**src/rtl/inst_prefetch_queue.sv**
```systemverilog
// Instruction prefetch queue: fetches sequential words into a DEPTH-entry FIFO after a redirect.
// Optional feature macro: IPQ_HEADADDR_EN adds per-entry fetch address storage and the HeadAddr port.
//
// state   | meaning
// IDLE    | no bus request; waits for Armed and free space
// FETCH   | request at FetchAddr; captures PDataIn on PReady
// DISCARD | request abandoned by a redirect; its response is dropped
module inst_prefetch_queue #(
  parameter int DATA_W    = 16,
  parameter int ADDR_W    = 16,
  parameter int DEPTH     = 4,
  parameter int ADDR_STEP = 1
) (
  input  logic              Clk,
  input  logic              RST,
  input  logic              Set,
  input  logic [ADDR_W-1:0] AddrIn,
  input  logic              Dequeue,
  input  logic              PReady,
  input  logic [DATA_W-1:0] PDataIn,
  output logic              Trans,
  output logic [ADDR_W-1:0] AddressOut,
  output logic [DATA_W-1:0] InstructionOut,
  output logic              Empty,
  output logic              Full,
  output logic              Busy
`ifdef IPQ_HEADADDR_EN
  ,
  output logic [ADDR_W-1:0] HeadAddr
`endif
);

  localparam int PTR_W = $clog2(DEPTH);
  localparam int CNT_W = PTR_W + 1;
  localparam logic [CNT_W-1:0]  FULL_CNT = CNT_W'(DEPTH);
  localparam logic [ADDR_W-1:0] STEP     = ADDR_W'(ADDR_STEP);

  typedef enum logic [1:0] {
    IDLE    = 2'd0,
    FETCH   = 2'd1,
    DISCARD = 2'd2
  } state_t;

  state_t            state_q, state_d;
  logic              armed_q, armed_d;
  logic [ADDR_W-1:0] fetch_addr_q, fetch_addr_d;
  logic [ADDR_W-1:0] disc_addr_q, disc_addr_d;
  logic [PTR_W-1:0]  head_q, head_d;
  logic [PTR_W-1:0]  tail_q, tail_d;
  logic [CNT_W-1:0]  count_q, count_d;
  logic [DATA_W-1:0] mem_q [DEPTH];
  logic [DATA_W-1:0] mem_d [DEPTH];
`ifdef IPQ_HEADADDR_EN
  logic [ADDR_W-1:0] amem_q [DEPTH];
  logic [ADDR_W-1:0] amem_d [DEPTH];
`endif

  logic wr_en;
  logic deq_en;

  // State register
  always_ff @(posedge Clk) begin
    if (RST) state_q <= IDLE;
    else     state_q <= state_d;
  end

  // Next-state logic
  always_comb begin
    state_d = state_q;
    unique case (state_q)
      IDLE: begin
        if (Set || (armed_q && count_q != FULL_CNT)) state_d = FETCH;
      end
      FETCH: begin
        if (Set)                                state_d = PReady ? FETCH : DISCARD;
        else if (PReady && count_d == FULL_CNT) state_d = IDLE;
      end
      DISCARD: begin
        if (PReady) state_d = FETCH;
      end
      default: state_d = IDLE;
    endcase
  end

  // Outputs: queue status comes from registered count only
  always_comb begin
    Trans          = (state_q != IDLE);
    Busy           = Trans;
    AddressOut     = '0;
    if (state_q == FETCH)   AddressOut = fetch_addr_q;
    if (state_q == DISCARD) AddressOut = disc_addr_q;
    Empty          = (count_q == '0);
    Full           = (count_q == FULL_CNT);
    InstructionOut = Empty ? '0 : mem_q[head_q];
`ifdef IPQ_HEADADDR_EN
    HeadAddr       = Empty ? '0 : amem_q[head_q];
`endif
  end

  // Queue and fetch-address datapath
  always_comb begin
    wr_en        = (state_q == FETCH) && PReady && !Set;
    deq_en       = Dequeue && (count_q != '0) && !Set;
    armed_d      = armed_q;
    fetch_addr_d = fetch_addr_q;
    disc_addr_d  = disc_addr_q;
    head_d       = head_q;
    tail_d       = tail_q;
    count_d      = count_q;
    mem_d        = mem_q;
`ifdef IPQ_HEADADDR_EN
    amem_d       = amem_q;
`endif
    if (Set) begin
      armed_d      = 1'b1;
      fetch_addr_d = AddrIn;
      head_d       = '0;
      tail_d       = '0;
      count_d      = '0;
      // Remember the abandoned address so the bus sees it held until its response
      if (state_q == FETCH && !PReady) disc_addr_d = fetch_addr_q;
    end else begin
      if (wr_en) begin
        mem_d[tail_q] = PDataIn;
`ifdef IPQ_HEADADDR_EN
        amem_d[tail_q] = fetch_addr_q;
`endif
        tail_d       = tail_q + PTR_W'(1);
        fetch_addr_d = fetch_addr_q + STEP;
      end
      if (deq_en) head_d = head_q + PTR_W'(1);
      if (wr_en && !deq_en)      count_d = count_q + CNT_W'(1);
      else if (!wr_en && deq_en) count_d = count_q - CNT_W'(1);
    end
  end

  always_ff @(posedge Clk) begin
    if (RST) begin
      armed_q      <= 1'b0;
      fetch_addr_q <= '0;
      disc_addr_q  <= '0;
      head_q       <= '0;
      tail_q       <= '0;
      count_q      <= '0;
    end else begin
      armed_q      <= armed_d;
      fetch_addr_q <= fetch_addr_d;
      disc_addr_q  <= disc_addr_d;
      head_q       <= head_d;
      tail_q       <= tail_d;
      count_q      <= count_d;
    end
  end

  // Entry storage needs no reset; it is masked by the count when empty
  always_ff @(posedge Clk) begin
    mem_q <= mem_d;
`ifdef IPQ_HEADADDR_EN
    amem_q <= amem_d;
`endif
  end

endmodule

```
**config.mk**
```make
export PLATFORM = sky130hd
export DESIGN_NAME = inst_prefetch_queue
export DESIGN_NICKNAME = d
export VERILOG_FILES = /design/src/rtl/inst_prefetch_queue.sv
export SDC_FILE = /design/constraint.sdc
export NUM_CORES = 1
export LEC_CHECK = 0
export BUFFER_PORTS_ARGS = -buffer_cell sky130_fd_sc_hd__buf_4
export CAP_MARGIN = 10
export CORE_ASPECT_RATIO = 0.6
export CORE_MARGIN = 4
export CORE_UTILIZATION = 42
export DETAILED_ROUTE_END_ITERATION = 10
export GPL_TIMING_DRIVEN = 0
export SYNTH_ARGS = -nofsm -noshare
export SYNTH_HDL_FRONTEND = slang
export SYNTH_SLANG_ARGS = --single-unit
```
**constraint.sdc**
```tcl
create_clock -name Clk -period 2.5 [get_ports Clk]
set_clock_uncertainty 0.2 [all_clocks]
set_input_delay 0.25 -clock Clk [delete_from_list [all_inputs] [get_ports Clk]]
set_output_delay 0.25 -clock Clk [all_outputs]
set_load 0.02 [all_outputs]
```
* Word level (Yosys, flattened, before mapping)
Index checks and enable logic that the tools add are counted.
Operators by class: add/sub/neg operators 5, reduce and logical (&&, ||, !) cells 24, equality and inequality tests 8, muxes and demuxes 20, bitwise operators 3, magnitude comparators 3
Operators by type and width (count):
- two-way mux 16 bit | 8
- bitwise mux 64 bit | 1
- binary-select mux 16 bit (select 2 bit) | 1
- demux 16 bit (select 2 bit) | 1
- adder 16 x 1 -> 16 bit, second input constant | 1
- logical AND 1 bit | 10
- two-way mux 2 bit | 5
- two-way mux 3 bit | 3
- equality test 3 bit, second input constant | 2
- >= comparator 3 bit, second input constant | 2
- != test 3 bit, second input constant | 2
- inverter 2 -> 3 bit | 2
- case mux 2 bit (3 select lines) | 1
- adder 2 x 1 -> 2 bit, second input constant | 2
- logical NOT 1 bit | 4
- != test 2 bit, second input constant | 2
- AND reduction 2 bit | 2
- nonzero test 2 bit | 2
- adder 3 x 1 -> 3 bit, second input constant | 1
- logical NOT 3 bit | 1
- less-than comparator 3 x 1 -> 1 bit, second input constant | 1
- AND reduction 3 bit | 1
- nonzero test 3 bit | 1
- subtractor 3 x 1 -> 3 bit, second input constant | 1
- other kinds (6) | 6
Storage, ports and cells: register bits after elaboration 106, output and inout bits 36

* Depth between registers and ports, before layout
word-level depth 13, mapped depth 7

* Worst setup path before layout
OpenSTA, ideal clock, no wires.
kind flip-flop to output port, start register head_q[0], end output InstructionOut[10], required time 2.050 ns, data arrival time 1.587 ns, buffers on the path 2, cell stages (with the launch flop) 5, slack 0.463 ns, cells stage by stage dfxtp_1 -> buf_2 -> buf_2 -> mux4_2 -> and2_1
On the way: cells in the longest elaborated chain, start to end 5
Ends and longest elaborated chain:
- from (decl) | RTL line 48 | logic [PTR_W-1:0] head_q, head_d;
- from (signal assigned) | RTL line 142 | head_q <= '0;
- from (signal assigned) | RTL line 149 | head_q <= head_d;
- inverter 2 -> 3 bit (implied by the code) | RTL line 94 | InstructionOut = Empty ? '0 : mem_q[head_q];
- binary-select mux 16 bit (select 2 bit) | RTL line 94
- two-way mux 16 bit (implied by the code) (2 in a row) | RTL line 94
- two-way mux 16 bit | RTL line 94
- to (decl) | RTL line 23 | output logic [DATA_W-1:0] InstructionOut,
No other way between the ends. The select of a mux whose other input is x is not followed.

* Final worst setup path
start input PReady, end register mem_q[27] (netlist bit), enable pin
On the way: cells in the longest elaborated chain, start to end 3
Ends and longest elaborated chain:
- from (decl) | RTL line 19 | input logic PReady,
- logical AND 1 bit (2 in a row) | RTL line 102 | wr_en = (state_q == FETCH) && PReady && !Set;
- AND reduction 2 bit (no line)
- to (signal assigned) | RTL line 157 | mem_q <= mem_d;
- to (decl) | RTL line 51 | logic [DATA_W-1:0] mem_q [DEPTH];
No other way between the ends. A chain may end at the register's enable or synchronous reset.

==> results.yml <==
power_and_ir_drop:
  sequentialPowerShare: 0.524
  p_leak_nw: 2.19
  combPwrFrac: 0.108
  sw_frac_of_total: 0.247
  netSwitchingPower_mw: 0.908
  p_int_mw: 2.77
  pwr-share-clk: 0.368
  p_per_area_nw_per_um2: 611
  p_total_mw: 3.68
  ir_drop_v: 0.000318
yosys:
  ys_seq_area_frac: 0.589
  synth_seq_cells: 106
  synth_nets: 421
  netlist_instances: 376
  synth_ff_type: "edfxtp_1"
  synth_cell_types: 47
  syn_area_per_cell_um2: 12.5
  yosys-top-cells-area: "edfxtp_1, dfxtp_1, mux4_2"
  synth_area_um2: 4690
  yosysTopAreaCellShare: 0.410
  synth_area_leader_cell: "edfxtp_1"
  synth-edff-count: 64
  synth-async-reset-ratio: 0
  ys_warn_count: 0
sta:
  setup_viol: 0
  fmax_mhz: 416
  hold_viol_final: 0
  worstMarginPinSlew_ps: 565
  tns_ps: 0
  period_needed_ps: 2410
  final_max_slew_viol_count: 0
  fin_crit_sh: 0.962
  slew_headroom: 0.623
  rsz0062_at_grt: "true"
  setup_ws_ps: 93.9
setup_path:
  rrSetupSlack_ps: 180
  crit_chain: "dlygate4sd3_1 > buf_4 > and3b_1 > clkbuf_1 > and3_2"
  cpPeakStageDelay_ps: 580
  crit_cells: 5
  critPathCaptureType: "flop"
  cp-start-kind: "primary input"
  r2r-start: "state_q[0]"
  cp_data_arrival_time_ps: 2200
  crit_family: "buffers and inverters"
  reg2regPathDepth: 3
  slowest_stage: "and3_2"
  worstSetupPathType: "in -> reg"
  cp_max_fo: 16
  worstReg2RegEnd: "mem_q[27]"
  crit_buf_inv: 3
  required_ps: 2300
worst_hold_path:
  hold_end: "armed_q"
  min_path_cells: 3
  min_path_type: "in -> reg"
  min_from: "Set"
clocking:
  cts_buffer_depth: 2
  cts.sinks: 106
  ctsRootBufferMaster: "clkbuf_16"
  cts_tree: "done"
  cts.htree.levels: 3
  cts_buffers: 9
  insertion_delay_ps: 340
  clk_pin_slew_ps: 70
grt:
  grt_max_degree: 20
  grt_pass1_wl_um: 17400
  grt_usage: 0.171
  antenna_found_initial: 0
  grt_overflow: 0
  first_global_vias: 3381
route:
  route.detailed.drc: 0
  route.detailed.wl_per_inst_um: 16.9
  num_vias: 3304
  wirelength_um: 10700
  dr.pass1.iters: 4
  drt_iter0_markers: 164
  vias_per_cell: 5.22
  antenna_left: 0
floorplan:
  die_y_um: 89.8
  die_w_um: 144
  start_util: 0.437
  die_area_um2: 13000
  coreArea_um2: 10700
  fp-row-count: 29
  ios: 73
placement:
  pre_cts_slack_ps: -145
  dp_hpwl_um: 7460
  globalplace.congestion: 0.817
  io_buffers: 71
finish:
  nFillCells: 907
  nets: 534
  areaGrowthSynthToFinish_pct: 28.6
  diodes: 0
  layout-drive-gt1-share: 0.265
flow_run:
  maxCapViolations: 0
status:
  outcome: "completed"
## metal layers
metal  track usage  vias up  wire length (um)
met4        0.0419        0                99
met3        0.0424        9               692
met1         0.262     1596              5320
met2         0.243       84              4600
met5             0        -                 0
li1              -     1615                 -
## power by group through the flow
stage	Sequential (mW)	Clock (mW)	Combinational (mW)
finish	1.93	1.35	0.399
global route	1.94	1.45	0.438
CTS	1.93	1.38	0.401
detailed placement	1.97	0	0.357
global placement	1.97	0	0.351
floorplan	1.96	0	0.208
## placed cells by master, fill, tap and decap left out, drive strengths merged, types with 5 or more instances in the layout
cell         count
dlygate4sd3     33
nand3            6
xnor2            9
a22o            16
nor2            22
edfxtp          64
buf             78
clkbuf          25
a21oi           21
inv             12
nand2           46
ha               8
mux4            17
a311oi           5
nor2b            6
a211oi          11
and3             6
dfxtp           42
and2            18
## cell usage after synthesis (2+ instances only)
cell type,count
edfxtp_1,64
nand2_1,46
dfxtp_1,42
nor2_1,22
a21oi_1,21
and2_1,18
mux4_2,17
clkbuf_1,16
a22o_1,15
a211oi_1,11
xnor2_1,9
ha_1,8
inv_1,8
and3_1,6
nor2b_1,6
a311oi_1,5
nand3_1,5
buf_2,4
nor3_1,4
nor4_1,4
or2_2,4
xor2_1,4
nand4_1,3
o21ai_0,3
o31ai_1,3
buf_1,2
buf_6,2
mux2i_1,2
nand2b_1,2
or3_1,2
or4_1,2
## stage by stage
step	cells	util	hold slack [ps]	instance area (um2)
floorplan	376	-	129	4690
finish	633	0.562	10.8	6030
CTS	634	0.561	6.88	6020
global placement	586	0.502	241	5400
global route	633	0.562	27.6	6030
detailed placement	586	0.502	250	5400
## worst max-delay path by stage
stage / end / startpoint
6_report: mem_q[27] / PReady
2_1_floorplan: InstructionOut[10] / head_q[0]
3_5_place_dp: mem_q[60] / state_q[0]
3_3_place_gp: mem_q[61] / state_q[0]
5_1_grt: mem_q[13] / PReady
4_1_cts: InstructionOut[7] / count_q[0]
## flip-flops by register name, indices dropped and copies added (netlist names)
name,count
disc_addr_q,16
fetch_addr_q,16
mem_q,64
head_q,2
count_q,3
armed_q,1
state_q,2
tail_q,2
## worst reg2reg max path: stages, from the launching register on
cell	delay, ps
dfxtp_1	460
and3b_1	290
clkbuf_1	450
and3_2	580
## what timing repair did
action | CTS | global route
hold buffers | 33 | 0
buffers inserted | 0 | 0
endpoints found under the setup margin | 84 | 35
endpoints found under the hold margin | 81 | 0
gates resized for setup | 12 | 8
pin swaps | 0 | 0
## layout make-up
type	count	area, um2	share of cell area
repair buffers	104	863	0.143
plain buffers	24	145	0.0241
clock buffers	9	225	0.0373
multi-input cells	236	1780	0.294
well taps	139	174	0.0288
clock inverters	7	55.1	0.00913
flip-flops and latches	106	2760	0.458
inverters	8	30.0	0.00498
## cells by family after synthesis
kind of cell               after synthesis  synth area share
adders and majority gates                8            0.0214
buffers and inverters                   34            0.0339
xor gates and xnor gates                14            0.0291
AOI/OAI and AO/OA                       63            0.0947
DFF                                    106             0.589
and+or+nand+nor                        131             0.143
muxes                                   20            0.0883
Power figures use the tool's default switching activity.
